==> src/rtl/fir_pkg.sv <==
// ---------------------------------------------------------------------------
// fir_pkg
// Shared definitions for the FIR output decimator slice:
//   FIR_DATA_W     - width of the Q1.15 FIR output sample
//   state_t        - decimator control state (warm-up discard / running)
//   addr_w()       - address width needed to index a FIFO of a given depth
//   FIR_FIFO_AW    - address width of the default 8-entry output FIFO
// ---------------------------------------------------------------------------
package fir_pkg;

    localparam int FIR_DATA_W     = 16;
    localparam int FIR_FIFO_DEPTH = 8;

    typedef enum logic {
        ST_WARMUP,
        ST_RUN
    } state_t;

    // Never returns 0 so that a 1-entry request still yields a legal slice.
    function automatic int addr_w(input int depth);
        return (depth > 1) ? $clog2(depth) : 1;
    endfunction

    localparam int FIR_FIFO_AW = addr_w(FIR_FIFO_DEPTH);

endpackage

==> src/rtl/fir_out_fifo.sv <==
// ---------------------------------------------------------------------------
// fir_out_fifo
// Synchronous first-word-fall-through FIFO.
// Ports:
//   clk        - rising-edge clock
//   rst        - asynchronous active-low reset (empties the FIFO)
//   push       - write push_data this cycle (ignored when full without pop)
//   push_data  - sample to write
//   pop        - remove the head entry this cycle (ignored when empty)
//   data       - head entry, forced to zero while empty
//   empty      - no entries stored
//   full       - DEPTH entries stored
//   level      - current occupancy, 0..DEPTH
// ---------------------------------------------------------------------------
module fir_out_fifo
    import fir_pkg::*;
#(
    parameter int DATA_W = FIR_DATA_W,
    parameter int DEPTH  = FIR_FIFO_DEPTH
) (
    input  logic                     clk,
    input  logic                     rst,
    input  logic                     push,
    input  logic [DATA_W-1:0]        push_data,
    input  logic                     pop,
    output logic [DATA_W-1:0]        data,
    output logic                     empty,
    output logic                     full,
    output logic [$clog2(DEPTH):0]   level
);

    localparam int AW = $clog2(DEPTH);
    localparam logic [AW:0] PTR_ONE = (AW+1)'(1);

    logic [DATA_W-1:0] mem [DEPTH];
    logic [AW:0]       wr_ptr;
    logic [AW:0]       rd_ptr;
    logic              do_push;
    logic              do_pop;

    // A full FIFO still accepts a write when the head leaves in the same cycle.
    assign do_pop  = pop && !empty;
    assign do_push = push && (!full || do_pop);

    // The extra MSB on each pointer counts laps, which separates full from empty.
    assign empty = (wr_ptr == rd_ptr);
    assign full  = (wr_ptr[AW] != rd_ptr[AW]) && (wr_ptr[AW-1:0] == rd_ptr[AW-1:0]);
    assign level = wr_ptr - rd_ptr;
    assign data  = empty ? '0 : mem[rd_ptr[AW-1:0]];

    always_ff @(posedge clk or negedge rst) begin
        if (!rst) begin
            wr_ptr <= '0;
            rd_ptr <= '0;
        end else begin
            if (do_push) wr_ptr <= wr_ptr + PTR_ONE;
            if (do_pop)  rd_ptr <= rd_ptr + PTR_ONE;
        end
    end

    // Storage needs no reset: stale entries are never visible while empty.
    always_ff @(posedge clk) begin
        if (do_push) mem[wr_ptr[AW-1:0]] <= push_data;
    end

endmodule

==> src/rtl/fir_out_decimator.sv <==
// ---------------------------------------------------------------------------
// fir_out_decimator
// Drops the FIR pipeline-fill samples, keeps one sample in DECIM and buffers
// the kept samples in a FWFT FIFO drained over valid/ready.
// Ports:
//   clk         - rising-edge clock
//   rst         - asynchronous active-low reset
//   enable      - sample strobe shared with the FIR
//   y_in        - FIR output sample
//   clear       - synchronous clear of overflow / drop_count
//   m_data      - head-of-FIFO sample
//   m_valid     - FIFO not empty
//   m_ready     - consumer takes m_data this cycle
//   fifo_level  - FIFO occupancy
//   overflow    - sticky flag, a kept sample was lost to a full FIFO
//   drop_count  - number of lost samples, saturating
// ---------------------------------------------------------------------------
module fir_out_decimator
    import fir_pkg::*;
#(
    parameter int DATA_W     = FIR_DATA_W,
    parameter int DECIM      = 4,
    parameter int PHASE      = 0,
    parameter int WARMUP     = 9,
    parameter int FIFO_DEPTH = FIR_FIFO_DEPTH,
    parameter int CNT_W      = 16
) (
    input  logic                          clk,
    input  logic                          rst,
    input  logic                          enable,
    input  logic [DATA_W-1:0]             y_in,
    input  logic                          clear,
    output logic [DATA_W-1:0]             m_data,
    output logic                          m_valid,
    input  logic                          m_ready,
    output logic [$clog2(FIFO_DEPTH):0]   fifo_level,
    output logic                          overflow,
    output logic [CNT_W-1:0]              drop_count
);

    // Widths sized with one spare code so WARMUP=0 / DECIM=1 stay legal.
    localparam int     WARM_W      = $clog2(WARMUP + 2);
    localparam int     PH_W        = $clog2(DECIM + 1);
    localparam state_t RESET_STATE = (WARMUP == 0) ? ST_RUN : ST_WARMUP;

    state_t            state;
    state_t            next_state;
    logic [WARM_W-1:0] warm_cnt;
    logic [PH_W-1:0]   phase;
    logic              keep;
    logic              drop;
    logic              push;
    logic              pop;
    logic              full;
    logic              empty;

    // State register plus the warm-up and phase counters; both counters only
    // move on accepted samples so a gap in enable freezes them.
    always_ff @(posedge clk or negedge rst) begin
        if (!rst) begin
            state    <= RESET_STATE;
            warm_cnt <= '0;
            phase    <= '0;
        end else begin
            state <= next_state;
            if (state == ST_WARMUP && enable) begin
                warm_cnt <= warm_cnt + WARM_W'(1);
            end
            if (state == ST_RUN && enable) begin
                phase <= (phase == PH_W'(DECIM - 1)) ? '0 : phase + PH_W'(1);
            end
        end
    end

    // Next-state and keep decision. The WARMUP-th accepted sample is still
    // discarded; the first sample seen in RUN sits at phase 0.
    always_comb begin
        next_state = state;
        keep       = 1'b0;
        case (state)
            ST_WARMUP: begin
                if (enable && warm_cnt == WARM_W'(WARMUP - 1)) next_state = ST_RUN;
            end
            ST_RUN: begin
                keep = enable && (phase == PH_W'(PHASE));
            end
            default: next_state = RESET_STATE;
        endcase
    end

    // A kept sample is lost only when the FIFO is full and nothing leaves.
    assign pop     = m_valid && m_ready;
    assign drop    = keep && full && !pop;
    assign push    = keep && !drop;
    assign m_valid = !empty;

    fir_out_fifo #(
        .DATA_W (DATA_W),
        .DEPTH  (FIFO_DEPTH)
    ) u_fifo (
        .clk       (clk),
        .rst       (rst),
        .push      (push),
        .push_data (y_in),
        .pop       (pop),
        .data      (m_data),
        .empty     (empty),
        .full      (full),
        .level     (fifo_level)
    );

    // Overflow status. A drop in the same cycle as clear wins over the clear
    // so no loss event goes unreported.
    always_ff @(posedge clk or negedge rst) begin
        if (!rst) begin
            overflow   <= 1'b0;
            drop_count <= '0;
        end else if (clear) begin
            overflow   <= drop;
            drop_count <= drop ? CNT_W'(1) : '0;
        end else if (drop) begin
            overflow <= 1'b1;
            if (drop_count != '1) drop_count <= drop_count + CNT_W'(1);
        end
    end

endmodule

==> config.mk <==
export PLATFORM = sky130hd
export DESIGN_NAME = fir_out_decimator
export DESIGN_NICKNAME = d
export VERILOG_FILES = /design/src/rtl/fir_pkg.sv /design/src/rtl/fir_out_fifo.sv /design/src/rtl/fir_out_decimator.sv
export SDC_FILE = /design/constraint.sdc
export NUM_CORES = 1
export LEC_CHECK = 0
export CAP_MARGIN = 10
export CORE_MARGIN = 2
export CORE_UTILIZATION = 53
export DETAILED_ROUTE_END_ITERATION = 8
export DONT_BUFFER_PORTS = 1
export PLACE_DENSITY = 0.74
export SYNTH_ARGS = -nofsm -noshare
export SYNTH_HDL_FRONTEND = slang
export SYNTH_HIERARCHICAL = 1
export SYNTH_SLANG_ARGS = --single-unit
export TNS_END_PERCENT = 100
==> constraint.sdc <==
create_clock -name clk -period 4 [get_ports clk]
set_clock_uncertainty 0.05 [all_clocks]
set_input_delay 0.8 -clock clk [delete_from_list [all_inputs] [get_ports clk]]
set_output_delay 0.8 -clock clk [all_outputs]
set_load 0.1 [all_outputs]
==> results by group <==
Status
  • Status: finished clean

STA
  • Fmax: 293.3 MHz
  • Pins Over Slew Limit: 0
  • Final setup fails: 0
  • Post-route clock period utilization: 0.8524
  • Worst Max-Slew Pin Slew: 1103 ps
  • RSZ-0062 raised after global routing: false
  • Fin crit period: 3410 ps
  • Rel. slew slack: 0.2646
  • Setup_tns: 0 ps
  • Hold Fails Final Rpt: 0

Yosys
  • Ys flop type: edfxtp_1
  • Synth warn: 6
  • Count of different cell masters after synthesis: 56
  • FFs w/ async S/R, synth: 0.2050
  • Mean Syn Cell Area: 14.89 um2
  • Syn Inst Count: 473
  • Sequential share of the synthesized area: 0.6630
  • Post-synth EDFFs: 128
  • Post-Syn Nets: 505
  • Synth Register Bits: 161
  • Netlist Area Pre-Place: 7043 um2

Placed design
  • Final Wtd Congestion: 0.8348
  • PortBufs: 0
  • Inst Count DP: 674
  • Detailed placer's ending HPWL: 9.157 mm

Clock network
  • CTS sink count: 161
  • Num CTS Buffers: 17
  • CTS tree: done
  • CTS hold repair buffers: 0
  • CTS root buf: clkbuf_16
  • Clk pin slew, worst setup/hold paths: 60 ps
  • Post-CTS Setup Bufs: 0
  • Post-cts resize count: 0
  • Skew-Pair Late Insertion Delay: 420 ps
  • H-tree levels: 4
  • Max Root-Sink Buffers: 2

Route
  • Antenna Nets Post-Route: 0
  • # DRC: 0
  • Via-to-Cell Ratio: 6.021
  • Initial DRC count: 339
  • Via count: 4257
  • Routed WL per cell: 20.44 um
  • Initial DRT Pass Iterations: 5
  • Routed WL: 14.45 mm

Floorplan
  • Core area: 13090 um2
  • DIE HEIGHT: 119.3 um
  • Starting Density: 0.5382
  • Die area: 14230 um2
  • DIE WIDTH: 119.3 um
  • IO Count: 59
  • Row cnt: 42

Worst setup path
  • Reg2reg start: u_fifo/rd_ptr[0]$_DFFE_PN0P_
  • CP Buf/Inv Count: 2
  • CP delay by family, top: flip-flops
  • FF-to-FF End: u_fifo/mem[2][5]$_DFFE_PP_
  • Worst Path Required: 3150 ps
  • Setup slack, reg-to-reg: 950 ps
  • Worst Setup Path Type: register to output pin
  • Crit-path max FO: 20
  • Cell mode on critical path: buf_4
  • CP Capture Type: output pin
  • Crit-path cells: ha_1, nand4_1, buf_4, nand2_1, a221oi_4, buf_4
  • CP peak stage delay: 630 ps
  • CP arrival: 2560 ps
  • Crit path max-delay cell type: dfrtp_4
  • Type of origin of the critical path: register
  • Worst r2r path cells: 8

Layout
  • Final nets: 551
  • P&R area growth vs syn: 19.28%
  • Reg area: 4673 um2
  • # fillers: 943
  • N_diodes: 0
  • Layout cells sized above 1: 0.2203
  • Commonest cells after routing, fill and taps aside: edfxtp_1 (128), mux2i_1 (65), buf_4 (44), dfrtp_1 (32), nand2_1 (29)
  • Commonest non-fill, non-tap cell in the layout: edfxtp_1
  • Non-Filler Instances: 707
  • Multi-input logic area: 2469 um2

Global route
  • Initial antenna violation count: 0
  • Number of global-route vias before repair: 4421
  • Gr usage total: 0.2131
  • First-pass GRT wire length: 22.84 mm
  • Remaining Overflow, GRT: 0
  • Largest net degree at the start of global routing: 50

Flow run
  • Max Cap Viol: 0

Min path
  • Tightest Hold Check Type: primary input to async pin
## area by class of cell
cell class,count,area share
clock inverter,13,0.01728
sequential,161,0.5563
multi-input combinational,274,0.2939
tap,176,0.02621
clock buffer,18,0.05109
inverter,17,0.007596
timing repair buffer,48,0.04766
## per-stage QoR
step | hold WS [ps] | utilization | instance area (um2) | setup slack, ps
floorplan | 395.9 | - | 7093 | 158.4
global placement | 413.6 | 0.5958 | 7796 | 1069
detailed placement | 422.5 | 0.5958 | 7796 | 977.5
CTS | 3.250 | 0.6397 | 8371 | 587.8
global route | 133.1 | 0.6420 | 8401 | 492.3
finish | 140.5 | 0.6420 | 8401 | 590.5
## cell usage after synthesis, types with 4 or more instances
cell      number  share of area
o211ai_1       6         0.0064
ha_1          10          0.018
o21ai_0        7         0.0050
clkbuf_1       5         0.0027
nor2b_1        7         0.0062
dfrtp_1       33           0.12
a21oi_1        4         0.0028
nand2_1       29          0.015
or4_1          5         0.0053
xnor2_1       10          0.012
a221oi_1       7         0.0087
nand4_1       10         0.0089
mux2i_1       65          0.092
edfxtp_1     128           0.55
and3_1         5         0.0044
a221oi_2       9          0.019
nor3_1         9         0.0064
nand3_1       19          0.014
buf_2          8         0.0057
nor2_1        11         0.0059
buf_4          4         0.0043
a22oi_1       19          0.020
inv_1         16         0.0085
## state kept, by name, summed over array words and instances, names as in the netlist
| name | count |
|---|---|
| u_fifo/mem | 128 |
| drop_count | 16 |
| u_fifo/rd_ptr | 4 |
| u_fifo/wr_ptr | 4 |
| warm_cnt | 4 |
| phase | 3 |
| overflow | 1 |
| state | 1 |
## per-layer routing
metal  vias up  part of all wire  GRT usage
met4         0             0.035     0.1071
met2       158              0.50     0.3495
met3        39             0.071    0.07088
met1      2130              0.39     0.2514
li1       1930                 -          -
met5         -                 0          0
## worst register-to-register path, delay by kind of cell (launching register included)
family                     cells  cell delay, ps
and+or+nand+nor                4            1300
buffers and inverters          3             460
adders and majority gates      1             380
DFF                            1             630
## kinds of logic after synthesis
kind of cell	count (synthesis)	synth area share
AO/OA/AOI/OAI	65	0.07799
XOR/XNOR	14	0.01848
adder cells (fa/ha/maj)	11	0.02061
buffers and inverters	38	0.02754
flip-flops	161	0.6630
multiplexers	70	0.1009
AND/OR/NAND/NOR	114	0.09149
## worst max-delay path by stage
stage / startpoint / to / slack, ps / depth (start not counted)
after floorplan: u_fifo/wr_ptr[2]$_DFFE_PN0P_ / u_fifo/mem[3][0]$_DFFE_PP_ / 160 / 9
after global placement: u_fifo/rd_ptr[0]$_DFFE_PN0P_ / m_data[3] / 1070 / 6
after global routing: u_fifo/rd_ptr[0]$_DFFE_PN0P_ / m_data[13] / 490 / 6
after CTS: u_fifo/rd_ptr[0]$_DFFE_PN0P_ / m_data[4] / 590 / 6
final: u_fifo/rd_ptr[0]$_DFFE_PN0P_ / m_data[3] / 590 / 6
after detailed placement: u_fifo/rd_ptr[0]$_DFFE_PN0P_ / u_fifo/mem[2][4]$_DFFE_PP_ / 980 / 8
Power is left out: the tool's default activity adds up to more than one toggle a clock period on the data nets, which glitch-free logic cannot reach.
